## src/rtl/serial_link.sv

```systemverilog
// Serial link controller: SB (FF01) shift register and SC (FF02) control,
// clocked either by the internal divider tick or by the synchronized sck pad.
module serial_link #(
   parameter int SYNC_STAGES = 2
) (
   input  logic       clk1,
   input  logic       nreset,
   input  logic       sclk_tick,
   input  logic       ff01,
   input  logic       ff02,
   input  logic       cpu_wr,
   input  logic       cpu_rd,
   input  logic [7:0] d_in,
   output logic [7:0] d_out,
   input  logic       sin,
   input  logic       sck_in,
   output logic       sout,
   output logic       sck_out,
   output logic       sck_dir,
   output logic       ser_out,
   output logic       int_serial
);

   localparam logic [1:0] IDLE     = 2'd0;
   localparam logic [1:0] XFER_INT = 2'd1;
   localparam logic [1:0] XFER_EXT = 2'd2;

   logic [7:0]             sb;
   logic                   sc_start;
   logic                   sc_clk;
   logic [2:0]             cnt;
   logic                   phase;
   logic [SYNC_STAGES-1:0] sck_sync;
   logic [SYNC_STAGES-1:0] sin_sync;
   logic                   sck_prev;
   logic [1:0]             state;

   logic sck_s, sin_s;
   logic sb_wr, sc_wr;
   logic int_fall, int_rise, ext_fall, ext_rise;
   logic shift_out, shift_in;
   logic [3:0] cnt_next;

   assign state = !sc_start ? IDLE : (sc_clk ? XFER_INT : XFER_EXT);

   assign sck_s = sck_sync[SYNC_STAGES-1];
   assign sin_s = sin_sync[SYNC_STAGES-1];

   assign sb_wr = cpu_wr & ff01;
   assign sc_wr = cpu_wr & ff02 & ~ff01;

   assign int_fall = (state == XFER_INT) & sclk_tick &  phase;
   assign int_rise = (state == XFER_INT) & sclk_tick & ~phase;
   assign ext_fall = (state == XFER_EXT) &  sck_prev & ~sck_s;
   assign ext_rise = (state == XFER_EXT) & ~sck_prev &  sck_s;

   assign shift_out = int_fall | ext_fall;
   assign shift_in  = int_rise | ext_rise;

   // Carry out of the 3-bit bit counter marks the eighth shift.
   assign cnt_next = {1'b0, cnt} + 4'd1;

   assign sck_dir = sc_clk;
   assign ser_out = sout;

   always_comb begin
      // NOTE: default first so every path assigns d_out and no latch is inferred.
      d_out = 8'hFF;
      if (cpu_rd && ff01)      d_out = sb;
      else if (cpu_rd && ff02) d_out = {sc_start, 6'b111111, sc_clk};
   end

   always_ff @(posedge clk1) begin
      if (!nreset) begin
         sck_sync <= '1;
         sin_sync <= '1;
         sck_prev <= 1'b1;
      end else begin
         sck_sync <= {sck_sync[SYNC_STAGES-2:0], sck_in};
         sin_sync <= {sin_sync[SYNC_STAGES-2:0], sin};
         sck_prev <= sck_s;
      end
   end

   always_ff @(posedge clk1) begin
      if (!nreset) begin
         sb         <= 8'h00;
         sc_start   <= 1'b0;
         sc_clk     <= 1'b0;
         cnt        <= 3'd0;
         phase      <= 1'b1;
         sout       <= 1'b1;
         sck_out    <= 1'b1;
         int_serial <= 1'b0;
      end else begin
         int_serial <= 1'b0;

         // An SC write overrides any edge landing in the same cycle.
         if (sc_wr) begin
            sc_clk   <= d_in[0];
            sc_start <= d_in[7];
            cnt      <= 3'd0;
            phase    <= 1'b1;
            sck_out  <= 1'b1;
         end else begin
            if (shift_out) sout <= sb[7];
            if (int_fall) begin
               sck_out <= 1'b0;
               phase   <= 1'b0;
            end
            if (int_rise) begin
               sck_out <= 1'b1;
               phase   <= 1'b1;
            end
            if (shift_in) begin
               cnt <= cnt_next[2:0];
               if (cnt_next[3]) begin
                  sc_start   <= 1'b0;
                  int_serial <= 1'b1;
               end
            end
         end

         // A CPU load of SB wins over a shift; the count still advances.
         if (sb_wr)                 sb <= d_in;
         else if (shift_in && !sc_wr) sb <= {sb[6:0], sin_s};
      end
   end

endmodule
```

## config.mk

```make
export PLATFORM = sky130hd
export DESIGN_NAME = serial_link
export DESIGN_NICKNAME = d
export VERILOG_FILES = /design/src/rtl/serial_link.sv
export SDC_FILE = /design/constraint.sdc
export NUM_CORES = 1
export LEC_CHECK = 0
export ABC_AREA = 1
export BUFFER_PORTS_ARGS = -buffer_cell sky130_fd_sc_hd__buf_2
export CAP_MARGIN = 20
export CORE_ASPECT_RATIO = 1.1
export CORE_MARGIN = 8
export CORE_UTILIZATION = 54
export DETAILED_ROUTE_END_ITERATION = 7
export HOLD_SLACK_MARGIN = 0.12
export PLACE_DENSITY = 0.9
export SYNTH_ARGS = -nofsm -noshare
export SYNTH_HDL_FRONTEND = slang
export SYNTH_SLANG_ARGS = --single-unit
```

## constraint.sdc

```tcl
create_clock -name clk1 -period 3.6 [get_ports clk1]
set_input_delay 0.72 -clock clk1 [delete_from_list [all_inputs] [get_ports clk1]]
set_output_delay 0.72 -clock clk1 [all_outputs]
set_load 0.05 [all_outputs]
```

==> results of run 1 <==
-- logic make-up after synthesis --
group                      count (synthesis)  synth area share [%]
and+or+nand+nor                           97                  42.3
adders and majority gates                  1                  1.15
buffers and inverters                     22                  11.5
DFF                                       21                  38.7
AOI/OAI and AO/OA                         10                  5.29
muxes                                      1                  1.04
-- sequential cells by signal, summed over array words and instances, names as in the netlist, 2 cells and up --
| signal | count |
|---|---|
| cnt | 3 |
| sb | 8 |
| sck_sync | 2 |
| sin_sync | 2 |
-- where the power goes --
group	leakage [nW]	switching (mW)	internal [mW]
registers	0.172	0.00728	0.242
logic	0.411	0.0637	0.0304
clock network	0.0150	0.0668	0.0432
total	0.598	0.138	0.316
-- per-layer routing --
metal	track usage (%)	vias to the layer above	wire, um
li1	-	527	-
met1	13.5	462	1000
met2	22.0	29	1120
met3	3.25	9	114
met4	9.28	0	84
met5	0	-	0
-- layout by cell type, fill, tap and decap left out --
master	instances
buf_2	29
clkbuf_1	1
nor2_1	17
a21oi_1	6
nand2_2	3
or2_2	10
nand3_4	1
clkbuf_4	3
nor2_2	5
dfxtp_1	21
nand3_1	14
inv_1	16
mux2_2	1
nand4_1	2
a41oi_1	2
nand2_4	2
o21ai_0	2
nand2_1	43
ha_1	1
inv_2	1
-- per-stage QoR --
stage	area (um2)	util [%]	hold slack, ps
2_1_floorplan	1090	-	393
3_3_place_gp	1210	61.6	398
3_5_place_dp	1210	61.6	411
4_1_cts	1230	63.0	436
5_1_grt	1230	63.0	469
6_report	1230	63.0	434
-- layout make-up --
type	count	area (um2)
Clock buffer	4	26.3
Fill cell	196	724
Inverter	17	63.8
Multi-Input combinational cell	109	542
Sequential cell	21	420
Tap cell	28	35.0
Timing Repair Buffer	29	145
-- worst max-delay path by stage --
stage	depth (start not counted)	to	start	slack [ps]
finish	5	d_out[0]	ff01	1220
global route	5	d_out[7]	ff01	1140
CTS	5	d_out[0]	ff01	1220
detailed placement	5	d_out[0]	ff01	1230
global placement	5	d_out[0]	ff01	1270
floorplan	4	d_out[0]	ff01	1020
==> flow_summary.yaml, run 1 <==
run_status:
  outcome: "finished, final reports clean"
grt:
  grt_pass1_vias: 1012
  grt_use_total_pct: 13.1
  grt_antenna_before_repair: 0
  grt_first_pass_wirelength_um: 3910
  grt_max_degree: 16
  overflow: 0
timing:
  fin_crit_sh_pct: 66.2
  setup_tns_ps: 0
  fin_skew_ps: 6.20
  tightest_slew_ps: 257
  setup_viol: 0
  slew_headroom_pct: 82.8
  hold_viol_final: 0
  rsz0062_at_grt: "no"
  timing.final.crit_period_ps: 2380
  finalMaxSlewViolations: 0
  worst_slack_ps: 1220
  max_freq_mhz: 419
die:
  die-area_mm2: 0.00371
  fp.dieW_um: 58.8
  num_io_pins: 30
  core.rowCount: 17
  initial_core_util_pct: 55.6
  core_mm2: 0.00196
  die_h_um: 63.1
power:
  power_density_mw_per_mm2: 368
  cellLeakagePower_nw: 0.598
  p_total_mw: 0.454
  ir_drop_mv: 0.244
final_layout:
  layout.cells.non_filler: 208
  final_layout_size_suffix_gt1_share_pct: 30.6
  area_growth_pct: 13.3
  fin_nets: 199
  diodes: 0
cts:
  ctsResizeCount: 0
  path_clk_slew_ps: 100
  cts_made_buffers: 3
  clockBufferDepth: 2
  cts_setup_buffers: 0
  clock_sinks: 21
  root_buffer: "clkbuf_4"
  h-tree-depth: 1
  cts_tree: "yes"
  cts_hold_buf: 0
  clk_latency_ps: 300
setup_path:
  reg2reg_slack_ps: 2240
  rr_endpoint: "sb[3]"
  cp_top_family: "buffers and inverters"
  start_kind: "input port"
  crit_fanout: 10
  critPathBufInv: 2
  path_common_cell: "buf_2"
  worstReg2RegStart: "sck_dir"
  required_ps: 2880
  slowest_stage: "buf_2"
  slowest_delay_ps: 300
  criticalPathCategory: "input port to output port"
  rr_worst_depth: 7
  crit_path_end_kind: "output port"
  arrival_ps: 1660
  crit_path_cell_trace: "buf_2, nand2_1, nor2_1, a41oi_1, buf_2"
detailed_routing:
  dr.pass1.iters: 4
  routed-via-count: 1027
  drcViolationCount: 0
  drtIter0Drc: 21
  routed_wl_um: 2320
  post_drt_wl_per_cell_um: 11.1
  ant_nets: 0
  vias_per_cell: 4.94
place:
  portBuffers: 29
  routabilityCongestion: 0.767
  pre_cts_ws_ps: 1230
  numPlacedInstances: 204
  hpwl_um: 1850
logic_synthesis:
  synth_edf_count: 0
  synthTopCellsByCount: "nand2_1, dfxtp_1, nor2_1"
  synth_top_area_cell: "dfxtp_1"
  synthDistinctLibCells: 20
  async_reset_ff_share_pct: 0
  syn_inst: 152
  syn_area_mm2: 0.00109
  synth.area.top_cells: "dfxtp_1, nand2_1, nand3_1"
  syn_nets: 170
  synth.top_cell.area_share_pct: 38.7
  yosysWarnings: 0
  avgSynthCellArea_um2: 7.15
  yosysMostFrequentCell: "nand2_1"
  ys_seq_area_share_pct: 38.7
  synth_seq_cells: 21
  synth-main-ff-cell: "dfxtp_1"
min_path:
  hold-path-cell-count: 1
  holdPathEnd: "sck_sync[1]"
  hold_start: "sck_sync[0]"
  min_path_type: "flop to flop"
run:
  maxCapViolations: 0
Power figures use the tool's default switching activity.
==> run 2: changes to the inputs <==
CORE_UTILIZATION = 50   (was 54)
PLACE_DENSITY = 0.85   (was 0.9)
clock period = 2.3 ns   (was 3.6 ns; I/O delays follow)
==> flow_summary.yaml, run 2 (synthesis results as in run 1) <==
setup_path:
  start_kind: "input port"
  slowest_stage: "buf_2"
  slowest_delay_ps: 300
  required_ps: 1840
  arrival_ps: 1400
  crit_path_cell_trace: "buf_2, nand2_1, nor2_1, a41oi_1, buf_2"
  path_common_cell: "buf_2"
  criticalPathCategory: "input port to output port"
  crit_path_end_kind: "output port"
  crit_fanout: 10
final_layout:
  final_layout_size_suffix_gt1_share_pct: 30.6
  final_area_mm2: 0.00123
  final_cell_mix: "nand2_1, buf_2, dfxtp_1, nor2_1, inv_1"
  reg_top3: "sb (8), cnt (3)"
  top_register: "sb"
  fillers: 212
  area_growth_pct: 13.3
  fin_util_pct: 60.4
  layout_commonest_cell: "nand2_1"
  fin_nets: 199
  diodes: 0
  largest_reg_flops: 8
  layout.cells.non_filler: 208
cts:
  cts_hold_buf: 0
  clk_latency_ps: 290
  clockBufferDepth: 2
  cts_setup_buffers: 0
  clock_sinks: 21
  cts_tree: "yes"
  root_buffer: "clkbuf_4"
  path_clk_slew_ps: 110
  cts_made_buffers: 3
  ctsResizeCount: 0
  h-tree-depth: 1
power:
  p_total_mw: 0.705
  cellLeakagePower_nw: 0.598
  ir_drop_mv: 0.329
  power_density_mw_per_mm2: 572
place:
  hpwl_um: 1780
  portBuffers: 29
  dpl-instance-area_mm2: 0.00121
  pre_cts_ws_ps: 442
  numPlacedInstances: 204
  routabilityCongestion: 0.802
timing:
  rsz0062_at_grt: "no"
  worst_slack_ps: 435
  timing.final.crit_period_ps: 1860
  fin_crit_sh_pct: 81.1
  hold_ws_ps: 347
  slew_headroom_pct: 82.7
  setup_tns_ps: 0
  setup_viol: 0
  fin_skew_ps: 1.79
  max_freq_mhz: 536
  finalMaxSlewViolations: 0
  hold_viol_final: 0
  tightest_slew_ps: 259
die:
  die-area_mm2: 0.00392
  core_mm2: 0.00204
  core.rowCount: 17
  die_h_um: 64.9
  initial_core_util_pct: 53.2
  num_io_pins: 30
  fp.dieW_um: 60.5
detailed_routing:
  drcViolationCount: 0
  ant_nets: 0
  vias_per_cell: 4.86
  drtIter0Drc: 19
  routed-via-count: 1011
  routed_wl_um: 2210
  post_drt_wl_per_cell_um: 10.6
  dr.pass1.iters: 4
grt:
  grt_max_degree: 16
  overflow: 0
  grt_pass1_vias: 1037
  grt_first_pass_wirelength_um: 4000
  grt_use_total_pct: 12.4
  grt_antenna_before_repair: 0
run:
  maxCapViolations: 0
run_status:
  outcome: "finished, final reports clean"
min_path:
  min_path_type: "input port to flop"
run 2: cell counts in the layout (fill, tap and decap cells not counted):
No cell type changed its count.
run 2: power breakdown:
| part | total, mW | switching [mW] | internal [mW] |
|---|---|---|---|
| logic | 0.145 | 0.0973 | 0.0475 |
| registers | 0.391 | 0.0117 | 0.379 |
| clock network | 0.169 | 0.102 | 0.0673 |
| total | 0.705 | 0.211 | 0.494 |
run 2: path summary, 6_finish.rpt:
| path | slack, ps | end | depth (start not counted) | from |
|---|---|---|---|---|
| worst max-delay path | 440 | d_out[7] | 5 | ff01 |
| worst min register to register | 430 | sin_sync[1] | 1 | sin_sync[0] |
| worst max register to register | 940 | sb[7] | 7 | sck_dir |
| worst min-delay path | 350 | sin_sync[0] | 2 | sin |
run 2: cell type report:
cell class	count	area, um2	share of cell area [%]
Multi-Input combinational cell	109	542	44.0
Timing Repair Buffer	29	145	11.8
Inverter	17	63.8	5.18
Sequential cell	21	420	34.1
Clock buffer	4	26.3	2.13
Tap cell	28	35.0	2.84
run 2: worst max-delay path: cells and delay by family:
family	cells	cell delay [ps]
AND/OR/NAND/NOR	2	300
buffers and inverters	2	450
AO/OA/AOI/OAI	1	180
run 2: routing by layer:
metal	up-vias	global-route usage, %	share of wire [%]
met5	-	0	0
met4	0	2.04	0.32
met3	2	2.96	5.1
met2	26	23.3	49
met1	454	13.6	45
li1	529	-	-
==> run 3: changes to the inputs <==
CORE_UTILIZATION = 45   (was 50)
PLACE_DENSITY = 0.81   (was 0.85)
clock period = 1.7 ns   (was 2.3 ns; I/O delays follow)
==> flow_summary.yaml, run 3 (synthesis results as in run 1) <==
run_status:
  outcome: "finished, final reports clean"
setup_path:
  required_ps: 1360
  criticalPathCategory: "flop to output port"
  crit_fanout: 4
  start_kind: "flop"
  arrival_ps: 1210
  crit_path_end_kind: "output port"
power:
  switching_share_pct: 30.9
  p_sw_mw: 0.298
  cellLeakagePower_nw: 0.606
  power_density_mw_per_mm2: 767
  ir_drop_mv: 0.494
  pwr-share-clk_pct: 24.4
  combPwrFrac_pct: 20.9
  intPower_mw: 0.668
  seq_power_share_pct: 54.7
grt:
  grt_max_degree: 16
  grt_antenna_before_repair: 0
  grt_use_total_pct: 11.6
  grt_pass1_vias: 979
  grt_first_pass_wirelength_um: 4080
  overflow: 0
timing:
  fin_skew_ps: 0.913
  hold_viol_final: 0
  rsz0062_at_grt: "no"
  timing.final.crit_period_ps: 1550
  slew_headroom_pct: 81.2
  tightest_slew_ps: 282
  finalMaxSlewViolations: 0
  max_freq_mhz: 643
  fin_crit_sh_pct: 91.4
  setup_viol: 0
  setup_tns_ps: 0
run:
  maxCapViolations: 0
final_layout:
  final_cell_mix: "nand2_1, buf_2, dfxtp_1, nor2_1, inv_1"
  fin_util_pct: 55.3
  largest_reg_flops: 8
  fin_nets: 200
  reg_top3: "sb (8), cnt (3)"
  final_layout_size_suffix_gt1_share_pct: 32.6
  top_register: "sb"
  area_growth_pct: 15.8
  diodes: 0
  seq_area_um2: 420
  fillers: 232
  multi_input_area_um2: 557
  layout_commonest_cell: "nand2_1"
cts:
  clock_sinks: 21
  clockBufferDepth: 2
  ctsResizeCount: 0
  h-tree-depth: 1
  path_clk_slew_ps: 120
  cts_hold_buf: 0
  root_buffer: "clkbuf_4"
  cts_setup_buffers: 0
  cts_tree: "yes"
  clk_latency_ps: 290
  cts_made_buffers: 3
detailed_routing:
  drcViolationCount: 0
  routed-via-count: 982
  dr.pass1.iters: 4
  vias_per_cell: 4.65
  post_drt_wl_per_cell_um: 11.1
  drtIter0Drc: 53
  ant_nets: 0
  routed_wl_um: 2340
min_path:
  min_path_type: "input port to flop"
place:
  portBuffers: 29
  routabilityCongestion: 0.732
  hpwl_um: 1810
die:
  initial_core_util_pct: 47.8
  die_h_um: 67.6
  core_mm2: 0.00227
  num_io_pins: 30
  fp.dieW_um: 62.9
  core.rowCount: 18
  die-area_mm2: 0.00425
==> run 3: changes by cell type in the layout (fill, tap and decap cells not counted), sizes merged <==
cell,previous run,this run
clkbuf,4,3
clkinv,0,1
buf,29,30
==> run 3: path summary, 6_finish.rpt <==
kind	depth (start not counted)	slack, ps	to	from
max	3	150	d_out[7]	sc_start
min reg2reg	1	440	sck_sync[1]	sck_sync[0]
min	2	230	sck_sync[0]	sck_in
max reg2reg	9	330	sb[7]	sc_start
==> run 3: stage by stage <==
step	setup WS [ps]	instance area, um2	instances	total power [mW]	hold slack, ps
floorplan	35.4	1100	152	0.699	393
CTS	134	1260	211	0.973	221
finish	146	1260	211	0.966	228
detailed placement	136	1230	207	0.742	415
global route	74.4	1260	211	1.02	223
global placement	188	1230	207	0.738	399
==> run 3: power groups by stage <==
stage	combinational, mW	clock [mW]	sequential (mW)
after floorplan	0.157	0	0.542
after global placement	0.199	0	0.538
after detailed placement	0.202	0	0.540
after CTS	0.204	0.241	0.529
after global routing	0.224	0.261	0.532
final	0.202	0.235	0.529
==> run 3: layer usage <==
metal	wire length, um	vias to the layer above	part of all wire, %	track usage, %
li1	-	529	-	-
met1	1020	429	44	12.3
met2	1180	22	50	22.0
met3	124	2	5.3	3.31
met4	14	0	0.60	3.42
met5	0	-	0	0
==> run 3: final cells by class <==
cell class                 instances  area share [%]
multi-input combinational        109            44.2
timing repair buffer              30            12.1
tap                               30            2.98
inverter                          17            5.07
clock buffer                       3            1.79
sequential                        21            33.4
clock inverter                     1           0.398
==> run 3: worst max-delay path: stages (launching register included) <==
cell and delay, ps:
dfxtp_1 420, inv_2 80, a41oi_2 140, buf_2 280
